`src/rtl/iterative_multiplier_pkg.sv`:
```
// Shared definitions for the iterative signed multiplier.
//   DATA_WIDTH / COUNT_WIDTH : operand width and iteration counter width
//   state_t                  : controller states
//   ALU_OP_MULT              : ALU-op code that decode turns into ctrl_MULT
package iterative_multiplier_pkg;

  localparam int unsigned DATA_WIDTH  = 32;
  localparam int unsigned COUNT_WIDTH = 5;

  typedef enum logic [1:0] {
    ST_IDLE = 2'd0,
    ST_RUN  = 2'd1,
    ST_DONE = 2'd2
  } state_t;

  localparam logic [4:0] ALU_OP_MULT = 5'b00110;

endpackage

```
`src/rtl/mult_iter_step.sv`:
```
// One shift-and-add iteration of the unsigned magnitude multiplier.
//   acc         : 64-bit partial product accumulator
//   mplier      : remaining multiplier bits (LSB consumed this step)
//   mcand       : multiplicand magnitude
//   acc_next    : accumulator after conditional add and right shift
//   mplier_next : multiplier shifted right by one
module mult_iter_step
  import iterative_multiplier_pkg::*;
(
  input  logic [2*DATA_WIDTH-1:0] acc,
  input  logic [DATA_WIDTH-1:0]   mplier,
  input  logic [DATA_WIDTH-1:0]   mcand,
  output logic [2*DATA_WIDTH-1:0] acc_next,
  output logic [DATA_WIDTH-1:0]   mplier_next
);

  logic [DATA_WIDTH-1:0] addend;
  logic [DATA_WIDTH:0]   upper_sum;

  always_comb begin
    addend      = mplier[0] ? mcand : '0;
    // Carry out of the upper half is kept as bit 64 so the shift brings it back in.
    upper_sum   = {1'b0, acc[2*DATA_WIDTH-1:DATA_WIDTH]} + {1'b0, addend};
    acc_next    = (2*DATA_WIDTH)'({upper_sum, acc[DATA_WIDTH-1:0]} >> 1);
    mplier_next = mplier >> 1;
  end

endmodule

```
`src/rtl/iterative_multiplier.sv`:
```
// Multi-cycle signed 32x32 multiplier (shift-and-add on magnitudes, sign fixed
// up at the end).
//   clock, reset          : rising-edge clock, async active-high reset
//   ctrl_MULT             : start pulse; operands sampled on the same edge
//   data_operandA/B       : two's complement operands
//   data_result           : low 32 bits of the signed product, held until next DONE
//   data_exception        : product does not fit in 32 signed bits
//   data_resultRDY        : one-cycle pulse when data_result is valid
//   busy                  : high while iterating
module iterative_multiplier #(
  parameter int unsigned DATA_WIDTH = 32,
  parameter int unsigned ITERATIONS = 32
) (
  input  logic                  clock,
  input  logic                  reset,
  input  logic                  ctrl_MULT,
  input  logic [DATA_WIDTH-1:0] data_operandA,
  input  logic [DATA_WIDTH-1:0] data_operandB,
  output logic [DATA_WIDTH-1:0] data_result,
  output logic                  data_exception,
  output logic                  data_resultRDY,
  output logic                  busy
);

  import iterative_multiplier_pkg::*;

  localparam int unsigned ACC_W = 2 * DATA_WIDTH;

  state_t                 state, state_next;
  logic [ACC_W-1:0]       acc, acc_step, prod;
  logic [DATA_WIDTH-1:0]  mcand, mplier, mplier_step;
  logic [DATA_WIDTH-1:0]  abs_a, abs_b;
  logic                   neg;
  logic [COUNT_WIDTH-1:0] count;
  logic                   last_iter;
  logic                   overflow;

  mult_iter_step u_step (
    .acc         (acc),
    .mplier      (mplier),
    .mcand       (mcand),
    .acc_next    (acc_step),
    .mplier_next (mplier_step)
  );

  always_comb begin
    // -(-2^31) wraps back to 0x8000_0000, which is the correct unsigned magnitude.
    abs_a     = data_operandA[DATA_WIDTH-1] ? -data_operandA : data_operandA;
    abs_b     = data_operandB[DATA_WIDTH-1] ? -data_operandB : data_operandB;
    last_iter = (count == COUNT_WIDTH'(ITERATIONS - 1));
    prod      = neg ? -acc : acc;
    // Fits in 32 signed bits only when bits 63..31 are a pure sign extension.
    overflow  = !((&prod[ACC_W-1:DATA_WIDTH-1]) || !(|prod[ACC_W-1:DATA_WIDTH-1]));
    busy      = (state == ST_RUN);
  end

  always_comb begin
    state_next = state;
    case (state)
      ST_IDLE: if (ctrl_MULT) state_next = ST_RUN;
      ST_RUN: begin
        if (ctrl_MULT)      state_next = ST_RUN;
        else if (last_iter) state_next = ST_DONE;
      end
      ST_DONE: state_next = ctrl_MULT ? ST_RUN : ST_IDLE;
      default: state_next = ST_IDLE;
    endcase
  end

  always_ff @(posedge clock or posedge reset) begin
    if (reset) state <= ST_IDLE;
    else       state <= state_next;
  end

  always_ff @(posedge clock or posedge reset) begin
    if (reset) begin
      acc            <= '0;
      mcand          <= '0;
      mplier         <= '0;
      neg            <= 1'b0;
      count          <= '0;
      data_result    <= '0;
      data_exception <= 1'b0;
      data_resultRDY <= 1'b0;
    end else begin
      // A start from any state (including mid-run abort) relatches and restarts.
      if (ctrl_MULT) begin
        mcand  <= abs_a;
        mplier <= abs_b;
        neg    <= data_operandA[DATA_WIDTH-1] ^ data_operandB[DATA_WIDTH-1];
        acc    <= '0;
        count  <= '0;
      end else if (state == ST_RUN) begin
        acc    <= acc_step;
        mplier <= mplier_step;
        count  <= count + 1'b1;
      end

      // DONE results are captured even when a new start lands on the same edge.
      data_resultRDY <= (state == ST_DONE);
      if (state == ST_DONE) begin
        data_result    <= prod[DATA_WIDTH-1:0];
        data_exception <= overflow;
      end
    end
  end

endmodule

```
`config.mk`:
```
export PLATFORM = sky130hd
export DESIGN_NAME = iterative_multiplier
export DESIGN_NICKNAME = d
export VERILOG_FILES = /design/src/rtl/iterative_multiplier_pkg.sv /design/src/rtl/mult_iter_step.sv /design/src/rtl/iterative_multiplier.sv
export SDC_FILE = /design/constraint.sdc
export NUM_CORES = 1
export LEC_CHECK = 0
export ABC_AREA = 1
export CELL_PAD_IN_SITES_DETAIL_PLACEMENT = 1
export CELL_PAD_IN_SITES_GLOBAL_PLACEMENT = 2
export CORE_MARGIN = 2
export CORE_UTILIZATION = 30
export DETAILED_ROUTE_END_ITERATION = 8
export PLACE_DENSITY_LB_ADDON = 0.1
export SYNTH_ARGS = -nofsm -noshare
export SYNTH_HDL_FRONTEND = slang
export SYNTH_SLANG_ARGS = --single-unit
```
`constraint.sdc`:
```
create_clock -name clock -period 5.1 [get_ports clock]
set_input_delay 0.51 -clock clock [delete_from_list [all_inputs] [get_ports clock]]
set_output_delay 0.51 -clock clock [all_outputs]
set_load 0.03 [all_outputs]
```
==> impl_metrics.yaml, run 1 <==
status:
  status: "complete, no violations"
worst_setup_path:
  worstPathRequired_ns: 5.42
  path_max_fanout: 4
  worstReg2RegEnd: "acc[61]"
  end_kind: "flop"
  cpPeakStageDelay_ns: 0.37
  path_cells: "nand2_1, inv_1, ha_1, inv_1, fa_1, inv_1, nand2_1, o21ai_1, inv_1, o21ai_1, nand2_1, nand2_1, a21oi_1, inv_1, nand4_1, nand2_1, nand2_1, nand3_1, o21ai_0"
  endpoint: "acc[61]"
  reg2reg_slack_ns: 2.06
  cpMostUsedCell: "nand2_1"
  r2r_cells: 19
  r2r_start: "mplier[0]"
  criticalPathCategory: "flop to flop"
  worst_path_max_delay_cell: "dfrtp_1"
  crit_arrival_ns: 3.37
  crit_start: "mplier[0]"
  start_kind: "flop"
clock_network:
  cts.htree.levels: 4
  postCtsSetupBuffers: 0
  cts_tree: "yes"
  cts_hold_buf: 0
  numCtsBuffers: 17
  path_clk_slew_ns: 0.07
  worst_skew_pair.late_latency_ns: 0.47
  cts.sinks: 170
  cts_resized: 0
  cts-root-buf: "clkbuf_16"
  clockBufferDepth: 2
grt:
  grt_max_degree: 171
  antenna_found_initial: 0
  grt_usage: 0.214
  overflow: 0
  grt_pass1_vias: 12704
  grt_pass1_wl_um: 70300
route:
  drc_errors: 0
  finalWirelength_um: 44000
  viasPerCell: 4.93
  vias: 12125
  drt_pass1_iterations: 4
  drt-wirelength-per-cell_um: 17.9
  ant_nets: 0
  drtIter0Drc: 596
sta:
  rsz0062_at_grt: "false"
  fin_crit_ns: 3.04
  slew_headroom: 0.369
  setup_viol: 0
  hold_viol_final: 0
  tightest_slew_ns: 0.947
  slew_viol_final: 0
  fin_skew_ns: 0.00879
  setup_ws_ns: 2.06
  fmax_mhz: 329
  hold_ws_ns: 0.470
  tns_ns: 0
  finalCritPeriodShare: 0.596
placed_design:
  hpwl_um: 34600
  pre_cts_ws_ns: 2.11
  gp_congestion: 0.898
  place.port_buffers: 101
floorplanning:
  die_x_um: 207
  io-pin-count: 102
  core_area_mm2: 0.0407
  die-height_um: 207
  die_area_mm2: 0.0427
  start_util: 0.303
  rows: 74
hold_path:
  holdCritPathClass: "flop to flop"
final_layout:
  utilization: 0.356
  antennaDiodeCount: 0
  syn2layout_area_growth_pct: 17.5
  nets: 2020
  fillCellCount: 5215
  layout-drive-gt1-share: 0.0633
job:
  max_cap_viol_count: 0
synth:
  synth-edff-count: 0
  yosys_warnings: 0
  netlist_area_mm2: 0.0123
  synth_seq_cells: 170
  seq_area_frac_synth: 0.345
  synthArstFlopShare: 1.00
  netlist_instances: 1838
  avgSynthCellArea_um2: 6.71
  syn-num-nets: 1943
  synth_flop_cell: "dfrtp_1"
  synth_cell_types: 51
power:
  powerDensity_mw_per_mm2: 295
  ir_worst_vdd_uv: 183
  power_mw: 4.27
  leakage_nw: 7.00
metal layers:
metal | part of all wire | up-vias | global-route usage
met4 | 0.016 | 0 | 0.0529
met2 | 0.47 | 107 | 0.356
met1 | 0.49 | 5843 | 0.292
met3 | 0.019 | 37 | 0.0300
met5 | 0 | - | 0
li1 | - | 6138 | -
through the flow:
step / cell area [um^2] / instances
finish: 14500 / 2460
detailed placement: 13900 / 2428
CTS: 14500 / 2460
global route: 14500 / 2460
global placement: 13900 / 2428
floorplan: 12300 / 1838
kinds of logic after synthesis:
kind of cell | Yosys count | share of synthesized area
simple gates | 956 | 0.327
compound gates | 342 | 0.163
buf+inv | 271 | 0.0832
flops | 170 | 0.345
xor+xnor | 61 | 0.0433
fa+ha+maj | 38 | 0.0392
power by group:
group | total (mW) | internal [mW] | switching (mW)
clock network | 1.35 | 0.711 | 0.636
registers | 1.62 | 1.46 | 0.153
logic | 1.31 | 0.438 | 0.867
cell type report:
type	count	area (um^2)	share of cell area
multi-input cells	1397	7060	0.487
inverters	215	811	0.0559
clock buffers	20	457	0.0315
well taps	532	666	0.0459
repair buffers	114	1120	0.0774
clock inverters	12	126	0.00872
flip-flops and latches	170	4260	0.294
worst max-delay path, delay by kind of cell, from the launching register on:
| kind | cells | cell delay [ns] |
|---|---|---|
| AOI/OAI and AO/OA | 4 | 0.67 |
| buffers and inverters | 5 | 0.48 |
| and+or+nand+nor | 8 | 0.86 |
| DFF | 1 | 0.37 |
| adders and majority gates | 2 | 0.53 |
worst min-delay path by stage:
stage / startpoint / to / slack [ns] / depth (start not counted)
global placement: count[3] / count[3] / 0.45 / 1
global route: count[3] / count[3] / 0.50 / 1
floorplan: count[3] / count[3] / 0.43 / 1
detailed placement: count[3] / count[3] / 0.46 / 1
CTS: count[3] / count[3] / 0.47 / 1
finish: count[3] / count[3] / 0.47 / 1
cell usage in the layout (no fill, tap or decap), drive strengths merged, types with 4 or more instances in the layout:
cell	count
o221ai	17
nand3b	4
a21oi	67
inv	218
o22ai	49
nand3	101
o211ai	8
o21bai	11
clkinvlp	5
clkdlybuf4s50	101
nor4	4
buf	13
or2	10
ha	37
a31oi	7
a21o	4
nor3	15
clkbuf	20
xor2	48
xnor2	13
nand2	542
o31ai	5
o21ai	167
nor2	257
dfrtp	170
nand4	19
state kept, by name, indices dropped and copies added (netlist names):
signal,count
acc,64
data_result,32
mcand,32
mplier,32
count,5
state,2
data_exception,1
data_resultRDY,1
neg,1
synth_stat cells (all sizes together) (19+ instances only):
| master | count | area (um^2) |
|---|---|---|
| o21ai | 167 | 892 |
| a21oi | 67 | 339 |
| inv | 212 | 796 |
| nand2 | 542 | 2070 |
| clkbuf | 42 | 158 |
| ha | 37 | 463 |
| nand3 | 101 | 536 |
| dfrtp | 170 | 4250 |
| xor2 | 48 | 420 |
| nor2 | 257 | 1040 |
| o22ai | 49 | 307 |
| nand4 | 19 | 125 |
Note: power is estimated with default switching activity, not from simulation.
==> run 2, diff against run 1 <==
- clock period: 5.1 -> 2.4 ns (I/O delays scaled with it)
==> run 2 against run 1 <==
Effect of this change: the run now ends with setup timing left; hold slack got worse by 0.24 ns; clock power increased by 100%; maximum frequency is 20% higher; sequential cell count is the same; non-clock buffer count rose by 235; critical path type unchanged; largest cell class unchanged.
==> impl_metrics.yaml, run 2 (same netlist as run 1, synthesis figures left out) <==
grt:
  grt_max_degree: 113
  grt_pass1_vias: 13638
  use_met1: 0.300
  met2_usage: 0.376
  busiest_layer: "met2"
  grt_use_met3: 0.0223
  antenna_found_initial: 0
  overflow: 0
  grt_pass1_wl_um: 73100
  grt_usage: 0.221
clock_network:
  cts_tree: "yes"
  numCtsBuffers: 17
  cts-root-buf: "clkbuf_16"
  cts.htree.levels: 4
  clockBufferDepth: 2
  cts.sinks: 170
  worst_skew_pair.late_latency_ns: 0.47
  path_clk_slew_ns: 0.07
route:
  drtIter0Drc: 600
  viasPerCell: 4.87
  drt_pass1_iterations: 4
  ant_nets: 0
  drc_errors: 0
  finalWirelength_um: 46500
  drt-wirelength-per-cell_um: 17.2
  vias: 13118
final_layout:
  regMostFlops: "acc"
  final_common_cell: "nand2_1"
  largest_register_ffs: 64
  syn2layout_area_growth_pct: 40.2
  fillCellCount: 5146
  nets: 2255
  multiInputGateArea_mm2: 0.00796
  fin_cells: 2694
  layout-drive-gt1-share: 0.253
  antennaDiodeCount: 0
  utilization: 0.424
  layout_common_cells: "nand2_1, buf_4, nor2_1"
  seq_area_mm2: 0.00426
floorplanning:
  die_area_mm2: 0.0427
  core_area_mm2: 0.0407
  die-height_um: 207
  start_util: 0.303
  die_x_um: 207
  io-pin-count: 102
  rows: 74
placed_design:
  gp_congestion: 0.866
  place.port_buffers: 101
  hpwl_um: 37000
  pre_cts_ws_ns: -0.420
  place_inst: 2632
sta:
  slew_viol_final: 0
  slew_headroom: 0.572
  fin_crit_ns: 2.53
  fin_skew_ns: 0.0149
  setup_viol: 8
  setup_ws_ns: -0.135
  hold_viol_final: 0
  fmax_mhz: 394
  tightest_slew_ns: 0.642
  tns_ns: -0.604
  finalCritPeriodShare: 1.06
  rsz0062_at_grt: "true"
job:
  max_cap_viol_count: 0
power:
  seq_power_share: 0.340
  powerDensity_mw_per_mm2: 578
  swShare: 0.382
  leakage_nw: 8.27
  ir_worst_vdd_uv: 458
  switchingPower_mw: 3.82
  intPower_mw: 6.17
  clock_power_share: 0.273
  pwr-share-comb: 0.388
worst_setup_path:
  crit_arrival_ns: 2.91
  start_kind: "flop"
  r2r_cells: 15
  path_max_fanout: 30
  criticalPathCategory: "flop to flop"
  crit_start: "mplier[0]"
  worstReg2RegEnd: "acc[62]"
  end_kind: "flop"
  r2r_start: "mplier[0]"
  reg2reg_slack_ns: -0.13
  worstPathRequired_ns: 2.77
status:
  status: "complete, but fails checks"
  failed_checks: "setup timing"
hold_path:
  holdCritPathClass: "input port to async pin"
-- run 2: power by group through the flow --
| stage | Combinational (mW) | Clock [mW] | Sequential (mW) |
|---|---|---|---|
| CTS | 3.50 | 2.82 | 3.37 |
| global route | 4.30 | 2.90 | 3.43 |
| finish | 3.87 | 2.72 | 3.39 |
| global placement | 3.31 | 0 | 3.41 |
| detailed placement | 3.37 | 0 | 3.41 |
| floorplan | 1.85 | 0 | 3.39 |
-- run 2: final cells by class --
class / count / share of cell area
clock buffers: 22 / 0.0269
well taps: 532 / 0.0385
clock inverters: 9 / 0.00521
multi-input cells: 1397 / 0.460
flip-flops and latches: 170 / 0.247
inverters: 215 / 0.0469
repair buffers: 349 / 0.175
-- run 2: per-stage QoR --
stage,hold WS [ns],cell area (um^2),power (mW)
global placement,0.453,15600,6.72
floorplan,0.395,12400,5.24
global route,0.280,17300,10.6
detailed placement,0.457,15600,6.78
CTS,0.232,16400,9.69
finish,0.234,17300,9.99
-- run 2: how the worst max path moves through the flow --
stage                     endpoint  slack [ns]  cells after the start
final                      acc[62]       -0.13                     15
after global routing       acc[63]       -0.32                     20
after CTS                  acc[61]        -0.1                     19
after detailed placement   acc[62]       -0.42                     18
after global placement     acc[62]       -0.33                     18
after floorplan            acc[57]       -0.05                     19
-- run 2: timing repair --
| action | 4_1_cts | 5_1_grt |
|---|---|---|
| hold buffers | 0 | 0 |
| hold endpoints to repair | 0 | 0 |
| gates resized for setup | 65 | 193 |
| pin swaps | 19 | 63 |
| buffers inserted | 10 | 21 |
| setup endpoints to repair | 21 | 24 |
-- run 2: per-layer routing --
metal,routed length [um],vias to the layer above
li1,-,6600
met1,22600,6369
met2,22400,115
met3,767,34
met4,676,0
met5,0,-
-- run 2: critical path, cell delays in order (launching register included) --
cell and delay (ns):
dfrtp_2 0.44, buf_12 0.17, nand2_1 0.07, inv_1 0.08, ha_1 0.32, nand2_2 0.09
buf_4 0.12, o21ai_1 0.11, a21oi_1 0.15, o21ai_0 0.15, a21oi_1 0.24, o21ai_4 0.10
buf_4 0.15, nand2_1 0.05, nand2_1 0.05, o22ai_1 0.14
